<file path="config.mk">
export PLATFORM = sky130hd
export DESIGN_NAME = fetch_stage
export DESIGN_NICKNAME = d
export VERILOG_FILES = /design/src/rtl/fetch_stage.sv
export SDC_FILE = /design/constraint.sdc
export NUM_CORES = 1
export LEC_CHECK = 0
export BUFFER_PORTS_ARGS = -buffer_cell sky130_fd_sc_hd__buf_4
export CAP_MARGIN = 40
export CORE_ASPECT_RATIO = 1.1
export CORE_MARGIN = 8
export CORE_UTILIZATION = 50
export CTS_CLUSTER_SIZE = 25
export DETAILED_ROUTE_END_ITERATION = 12
export PLACE_DENSITY = 0.81
export RECOVER_POWER = 100
export SLEW_MARGIN = 15
export SYNTH_ARGS = -nofsm -noshare
export SYNTH_HDL_FRONTEND = slang
export SYNTH_SLANG_ARGS = --single-unit
export TNS_END_PERCENT = 1
</file>
<file path="constraint.sdc">
create_clock -name clk -period 2.4 [get_ports clk]
set_input_delay 0.36 -clock clk [delete_from_list [all_inputs] [get_ports clk]]
set_output_delay 0.36 -clock clk [all_outputs]
set_load 0.05 [all_outputs]
</file>
<file path="src/rtl/fetch_stage.sv">
// Instruction fetch stage: owns the program counter, drives the instruction-memory
// address and registers the returned word into IF/ID. It also tracks debug counters.
module fetch_stage #(
   parameter int                 WIDTH    = 32,
   parameter logic [WIDTH-1:0]   RESET_PC = '0
) (
   input  logic             clk,
   input  logic             reset,
   output logic [WIDTH-1:0] instrAddr,
   input  logic [WIDTH-1:0] instrIn,
   input  logic             stall,
   input  logic             redirect,
   input  logic [WIDTH-1:0] redirectAddr,
   output logic             ifidValid,
   output logic [WIDTH-1:0] ifidInstr,
   output logic [WIDTH-1:0] ifidPc,
   output logic [WIDTH-1:0] ifidPcInc,
   output logic [WIDTH-1:0] fetchCount,
   output logic             misalignErr
);

   localparam logic [WIDTH-1:0] PC_STEP = WIDTH'(4);

   logic [WIDTH-1:0] pc;
   logic [WIDTH-1:0] pc_next_seq;
   logic [WIDTH-1:0] redirect_target;

   assign instrAddr       = pc;
   assign pc_next_seq     = pc + PC_STEP;
   // Targets are forced word-aligned; a misaligned request is only flagged.
   assign redirect_target = {redirectAddr[WIDTH-1:2], 2'b00};

   // Priority when not in reset: redirect > stall > advance.
   always_ff @(posedge clk) begin
      if (reset) begin
         pc          <= RESET_PC;
         ifidValid   <= 1'b0;
         ifidInstr   <= '0;
         ifidPc      <= '0;
         ifidPcInc   <= '0;
         fetchCount  <= '0;
         misalignErr <= 1'b0;
      end else if (redirect) begin
         pc        <= redirect_target;
         ifidValid <= 1'b0;
         ifidInstr <= '0;
         if (redirectAddr[1:0] != 2'b00)
            misalignErr <= 1'b1;
      end else if (!stall) begin
         pc         <= pc_next_seq;
         ifidValid  <= 1'b1;
         ifidInstr  <= instrIn;
         ifidPc     <= pc;
         ifidPcInc  <= pc_next_seq;
         fetchCount <= fetchCount + WIDTH'(1);
      end
   end

endmodule

</file>
* Yosys cells after proc, flatten, opt, wreduce, memory -nomap -nowiden *
Cells that the tools add are included.

storage, ports and cells
  memory bits (read-only) = 0
  bits in writable memories = 0
  latch bits = 0
  memories kept = 0
  input port bits = 68
  register bits after elaboration = 162
  output and inout port bits = 162

cells by class
  eq/ne operators = 1
  bitwise operators = 2
  shift operators = 0
  reduce and logical (&&, ||, !) cells = 4
  $mul = 0
  divide/modulo/power cells = 0
  $lt $le $gt $ge = 0
  mux-type cells = 2
  add/subtract/negate cells = 2

operators with widths
  cell                                                                      count
  32-bit two-way mux                                                        2
  32-bit by 1-bit adder with 32-bit output (second input constant)          1
  32-bit by 3-bit adder with 32-bit output (second input constant)          1
  2-bit AND reduction                                                       2
  2-bit by 1-bit inequality test with 1-bit output (second input constant)  1
  1-bit NOT                                                                 2
  2-bit nonzero test                                                        1
  2-bit OR reduction                                                        1

* Depth between registers and ports, before layout *
Gate-level depths: netlist (run 1).

  depth after elaboration = 3
  mapped depth = 7

* Least setup slack after synthesis (run 1) *
OpenSTA, ideal clock, no wires.

  path type = register to register
  start = register pc[17] (netlist: instrAddr[17])
  end = register pc[26] (netlist: instrAddr[26])
  stages on the path, launching flop included = 7
  arrival time = 2.382 ns
  library setup time = 0.091 ns
  buffers on the path = 2
  setup slack = -0.073 ns
  period minus slack after synthesis = 2.473 ns
  cells stage by stage = dfxtp_1 -> clkbuf_2 -> nand2_1 -> or4_1 -> clkbuf_2 -> or4_1 -> a311oi_1

on the way
  longest elaborated chain between the ends = 3

ends and longest elaborated chain
  element                                   line  text
  start: declaration                        24    logic [WIDTH-1:0] pc;
  start signal: assignment                  44    pc <= redirect_target;
  start signal: assignment                  50    pc <= pc_next_seq;
  32-bit by 3-bit adder with 32-bit output  29    assign pc_next_seq = pc + PC_STEP;
  32-bit two-way mux                        49    end else if (!stall) begin
  32-bit two-way mux                        43    end else if (redirect) begin

No other way between the ends. The select of a mux whose other input is x is not followed.
A chain may end at the register's enable or synchronous reset.

* Worst setup path in the final report (run 1) *
  start = register pc[12] (netlist: instrAddr[12])
  end = register pc[19] (netlist: instrAddr[19])

The elaborated chain is that of the path after synthesis.

==> results of run 1 <==
[path summary, 6_finish.rpt]
check / slack [ps] / to / depth (start not counted) / from
max: 130 / instrAddr[19] / 5 / instrAddr[12]
min: 170 / ifidInstr[1] / 3 / instrIn[1]
max reg2reg: 130 / instrAddr[19] / 5 / instrAddr[12]
min reg2reg: 450 / ifidPc[18] / 2 / ifidPc[18]
[where the power goes]
part | internal, mW | total [mW] | leakage (nW) | switching (mW)
Clock | 1.92 | 2.94 | 0.314 | 1.02
Combinational | 0.266 | 0.973 | 1.63 | 0.707
Sequential | 2.70 | 2.79 | 1.28 | 0.0913
Total | 4.88 | 6.70 | 3.22 | 1.82
[state kept, by name, summed over array words and instances, names as in the netlist]
| signal | count |
|---|---|
| ifidInstr | 32 |
| instrAddr | 30 |
| fetchCount | 32 |
| ifidValid | 1 |
| ifidPcInc | 30 |
| misalignErr | 1 |
| ifidPc | 30 |
[stage by stage]
| stage | TNS [ps] | hold WS [ps] | utilization [%] | power, mW | worst slack (ps) |
|---|---|---|---|---|---|
| floorplan | -25.3 | 503 | - | 3.53 | -24.2 |
| detailed placement | 0 | 448 | 65.0 | 3.91 | 234 |
| CTS | 0 | 157 | 69.7 | 6.83 | 214 |
| finish | 0 | 166 | 65.0 | 6.70 | 134 |
| global route | 0 | 161 | 65.0 | 6.92 | 19.2 |
| global placement | 0 | 438 | 65.0 | 3.90 | 285 |
[routing by layer]
metal | track usage [%] | up-vias
li1 | - | 3439
met1 | 26.3 | 3295
met2 | 39.9 | 326
met3 | 9.13 | 37
met4 | 9.67 | 0
met5 | 0 | -
[cell usage after synthesis, drive strengths merged]
cell | n | area [um2]
nor4 | 11 | 68.8
or4 | 34 | 260
clkbuf | 54 | 206
and3 | 6 | 38.8
nor2b | 6 | 37.5
or2 | 5 | 31.3
and3b | 1 | 8.76
a211oi | 19 | 143
nand2b | 1 | 6.26
o31a | 5 | 43.8
conb | 1 | 3.75
dfxtp | 156 | 3120
mux2i | 33 | 330
o21ai | 18 | 90.1
nand3b | 1 | 7.51
o41a | 2 | 22.5
nand2 | 95 | 357
a221oi | 1 | 8.76
o211ai | 1 | 7.51
nor3 | 9 | 45.0
and4 | 8 | 71.3
xnor2 | 10 | 87.6
and4b | 1 | 10.0
or3 | 19 | 120
nor3b | 1 | 12.5
a311oi | 27 | 236
or4b | 1 | 10.0
xor2 | 20 | 175
and4bb | 1 | 12.5
buf | 28 | 146
o311a | 1 | 10.0
a21oi | 57 | 285
ha | 2 | 25.0
nand4 | 24 | 156
o31ai | 29 | 218
a2111oi | 4 | 35.0
inv | 15 | 56.3
o21a | 1 | 7.51
nand3 | 21 | 105
and2 | 5 | 31.3
mux2 | 3 | 33.8
a31oi | 1 | 6.26
nor2 | 106 | 398
o221ai | 1 | 8.76
nand4b | 1 | 8.76
[worst reg2reg max path, cell delays in order, from the launching register on]
cell and delay (ps):
dfxtp_1 350, clkbuf_2 190, and4_1 380, nand2_1 350, or4_1 600, a311oi_1 290
[layout make-up]
type / count / area share [%]
inverters: 15 / 0.625
flip-flops and latches: 156 / 34.7
repair buffers: 260 / 15.1
well taps: 188 / 2.61
multi-input cells: 598 / 39.8
clock inverters: 7 / 1.78
clock buffers: 24 / 5.35
[logic make-up (layout without fill, tap and decap cells)]
logic type | Yosys count | count (layout) | share of synthesized area (%)
fa+ha+maj | 2 | 2 | 0.352
flops | 156 | 156 | 43.9
mux | 36 | 36 | 5.12
other cells | 1 | 6 | 0.0528
buf+inv | 97 | 306 | 5.76
simple gates | 357 | 357 | 25.3
compound gates | 167 | 167 | 15.8
xor+xnor | 30 | 30 | 3.70
==> results.md, run 1 <==
- Slowest cell on crit path: or4_1
- Post-synth cell types: 56
- Most frequent cells in the layout: 164 x clkbuf_1, 153 x dfxtp_1, 106 x nor2_1
- Post-route DRC violation count: 0
- Final Max Tran Viols: 0
- Initial core utilization: 51.3%
- Chip width: 130 um
- Met3 routed WL: 2280 um
- Placed cell areas: 9010 um2
- #FFs+latches synth: 156
- Syn Area/Cell: 8.40 um2
- Crit path cell chain: clkbuf_2, and4_1, nand2_1, or4_1, a311oi_1
- Period utilisation layout: 94.4%
- Gpl congestion: 0.873
- Finished Cell Area: 9000 um2
- First-pass GRT wire length: 35000 um
- Worst setup EP type: flip-flop
- Status: complete, no violations
- Core area: 13900 um2
- Row cnt: 45
- I/O Pins: 230
- Final Hold Viols: 0
- Root buf cell: clkbuf_16
- Vias/cell: 5.69
- Setup bufs post-CTS: 0
- CTS tree: built
- Total CTS buffers: 17
- Metal-1 WL: 8680 um
- Final WL: 22100 um
- Vias in the first global route: 6823
- Post-route insts no fill: 1248
- Top delay family on crit path: simple AND/OR/NAND/NOR gates
- I/O Buffers: 223
- Share of layout cells above drive strength 1: 13.5%
- Max Clock Freq: 441 MHz
- H-Tree Depth: 4
- Gr ovfl total: 0
- CTS max path bufs: 2
- Clock transition at path regs: 60 ps
- Pleak: 3.22 nW
- ANT cells: 0
- Slew headroom: 22.3%
- Layout Nets: 1118
- TritonRoute pass-1 iters: 5
- CP startpoint kind: flip-flop
- RSZ-0062 raised after global routing: no
- DR iter-0 viols: 549
- Die area: 18300 um2
- Routed len/inst: 17.7 um
- Min Tclk post-route: 2270 ps
- Synth warn: 0
- Die height: 141 um
- Buffers & Inverters on Critical Path: 1
- Top Layer Used: met4
- Worst-skew pair later-pin latency: 420 ps
- Hold-fix buffers at CTS: 0
- CP arrival: 2580 ps
- Post-route ant nets: 0
- CP max stage delay: 600 ps
- PwrDens: 744 nW/um2
- Slew @ Worst Pin: 1170 ps
- Initial antenna violation count: 0
- Hpwl dp: 16000 um
- Largest net degree at the start of global routing: 65
- Post-CTS sizing: 0
- Via count: 7097
- Area of the multi-input gates: 3580 um2
- Crit Path Category: reg -> reg
- Netlist area before placement: 7110 um2
- Post-Syn Instances: 846
- Maximum vdd drop: 479 uV
- Worst Skew: 5.18 ps
- Max FO, Critical Path: 14
- WL met2: 10700 um
- Reg area: 3130 um2
- Max Cap Viol: 0
- Worst hold path type: in -> reg
- Filler cells: 1336
- CTS Sinks: 156
- Setup violations, final: 0
- Tot GR Track Use: 23.7%
- P&R area growth vs syn: 26.7%
- CP required: 2720 ps
- Sequential share of the synthesized area: 43.9%
- Dpl cells: 1217
- Commonest non-fill, non-tap cell in the layout: clkbuf_1
Power figures use the tool's default switching activity.
==> inputs of run 2 (changes only) <==
- ABC_CLOCK_PERIOD_IN_PS: not set -> 2400
- SETUP_SLACK_MARGIN: not set -> 0.4
==> results.md, run 2 (same netlist as run 1, synthesis figures left out) <==
- Hpwl dp: 15900 um
- Via count: 7044
- Setup slack after layout: 286 ps
- Setup violations, final: 0
- Final Hold Viols: 0
- ANT cells: 0
- TritonRoute pass-1 iters: 5
- Net Switching: 1.89 mW
- Max FO, Critical Path: 7
- Post-route insts no fill: 1247
- Combinational share of power: 14.5%
- Biggest regs: fetchCount (32), ifidInstr (32)
- Max Clock Freq: 473 MHz
- Area of the multi-input gates: 3660 um2
- First-pass GRT wire length: 34000 um
- Final setup TNS: 0 ps
- DR iter-0 viols: 506
- CP startpoint kind: flip-flop
- Reg power frac: 42.8%
- Post-route ant nets: 0
- Switching Share: 29.0%
- Slowest cell on crit path: or4_1
- Worst Skew: 5.52 ps
- CTS tree: built
- PwrDens: 715 nW/um2
- CP required: 2730 ps
- Post-route DRC violation count: 0
- Vias/cell: 5.65
- Clock power frac: 42.7%
- Chip width: 130 um
- I/O Buffers: 223
- CP arrival: 2440 ps
- Max Cap Viol: 0
- Crit Path Category: reg -> reg
- Largest net degree at the start of global routing: 49
- CTS Sinks: 156
- Clock transition at path regs: 60 ps
- CP max stage delay: 650 ps
- Slew headroom: 21.1%
- Filler cells: 1296
- Layout Nets: 1116
- P&R area growth vs syn: 28.5%
- Pleak: 3.24 nW
- Row cnt: 45
- Final Max Tran Viols: 0
- Dpl cells: 1201
- Core area: 13900 um2
- Die area: 18300 um2
- Root buf cell: clkbuf_16
- Top delay family on crit path: simple AND/OR/NAND/NOR gates
- Tot GR Track Use: 23.1%
- H-Tree Depth: 4
- Hold-fix buffers at CTS: 0
- Gpl congestion: 0.812
- Post-place setup slack: 185 ps
- RSZ-0062 raised after global routing: yes
- Maximum vdd drop: 492 uV
- CP dominant cell by count: or4_1
- Buffers & Inverters on Critical Path: 0
- Commonest non-fill, non-tap cell in the layout: clkbuf_1
- Routed len/inst: 17.6 um
- Die height: 141 um
- Min Tclk post-route: 2110 ps
- Final WL: 22000 um
- Reg area: 3230 um2
- Initial core utilization: 51.3%
- Worst hold path type: in -> reg
- Worst setup EP type: flip-flop
- Period utilisation layout: 88.1%
- Most frequent cells in the layout: 161 x clkbuf_1, 119 x dfxtp_1, 106 x nor2_1
- Crit path cell chain: nand3_1, or4_1, or4_1, a311oi_1
- Status: complete, no violations
- Slew @ Worst Pin: 1180 ps
- Total CTS buffers: 17
- Gr ovfl total: 0
- CTS max path bufs: 2
- Worst-skew pair later-pin latency: 420 ps
- I/O Pins: 230
- Vias in the first global route: 6628
- Share of layout cells above drive strength 1: 18.0%
- Int Pwr: 4.64 mW
- Initial antenna violation count: 0
run 2: changes by cell type in the layout (fill, tap and decap cells not counted), sizes merged:
| cell | change |
|---|---|
| inv | +5 |
| clkbuf | -4 |
| bufinv | -3 |
| buf | -1 |
| clkinv | +1 |
| clkinvlp | +1 |
run 2: layer usage:
layer / track usage (%) / vias up / share of wire (%)
met5: 0 / - / 0
met4: 9.24 / 0 / 2.5
met3: 9.28 / 45 / 9.9
met2: 39.1 / 292 / 49
met1: 25.2 / 3263 / 39
li1: - / 3444 / -
run 2: worst reg2reg max path, cell delays in order (launching register included):
cell	delay (ps)
dfxtp_1	440
nand3_1	170
or4_1	650
or4_1	530
a311oi_1	240
run 2: final timing paths:
path         depth (start not counted)             to  slack, ps         start
max                                  4  ifidPcInc[31]        290  instrAddr[3]
min                                  3  ifidInstr[26]        160   instrIn[26]
max reg2reg                          4  ifidPcInc[31]        290  instrAddr[3]
min reg2reg                          2     ifidPc[16]        450    ifidPc[16]
run 2: stage by stage:
stage / area (um2) / hold slack [ps] / total power [mW] / util (%)
2_1_floorplan: 7270 / 497 / 3.53 / -
3_3_place_gp: 8970 / 435 / 3.86 / 64.8
3_5_place_dp: 8970 / 441 / 3.87 / 64.8
4_1_cts: 9630 / 150 / 6.65 / 69.6
5_1_grt: 9130 / 161 / 6.76 / 65.9
6_report: 9130 / 163 / 6.53 / 65.9
run 2: layout make-up:
type                       instances  area share [%]
multi-input combinational        598            40.0
sequential                       156            35.4
timing repair buffer             258            14.6
clock buffer                      21            5.40
tap                              188            2.58
clock inverter                    11            1.38
inverter                          15           0.616
run 2: power by group through the flow:
stage,Combinational (mW),Clock (mW),Sequential (mW)
after global placement,0.999,0,2.86
after CTS,1.01,2.83,2.81
after floorplan,0.358,0,3.17
final,0.947,2.79,2.80
after detailed placement,1.01,0,2.86
after global routing,1.01,2.94,2.81
run 2: timing repair:
item / in CTS / in global routing
pin swaps: 3 / 5
endpoints found under the setup margin: 27 / 24
buffers inserted: 2 / 12
gates cloned: 0 / 0
gates resized for setup: 8 / 18
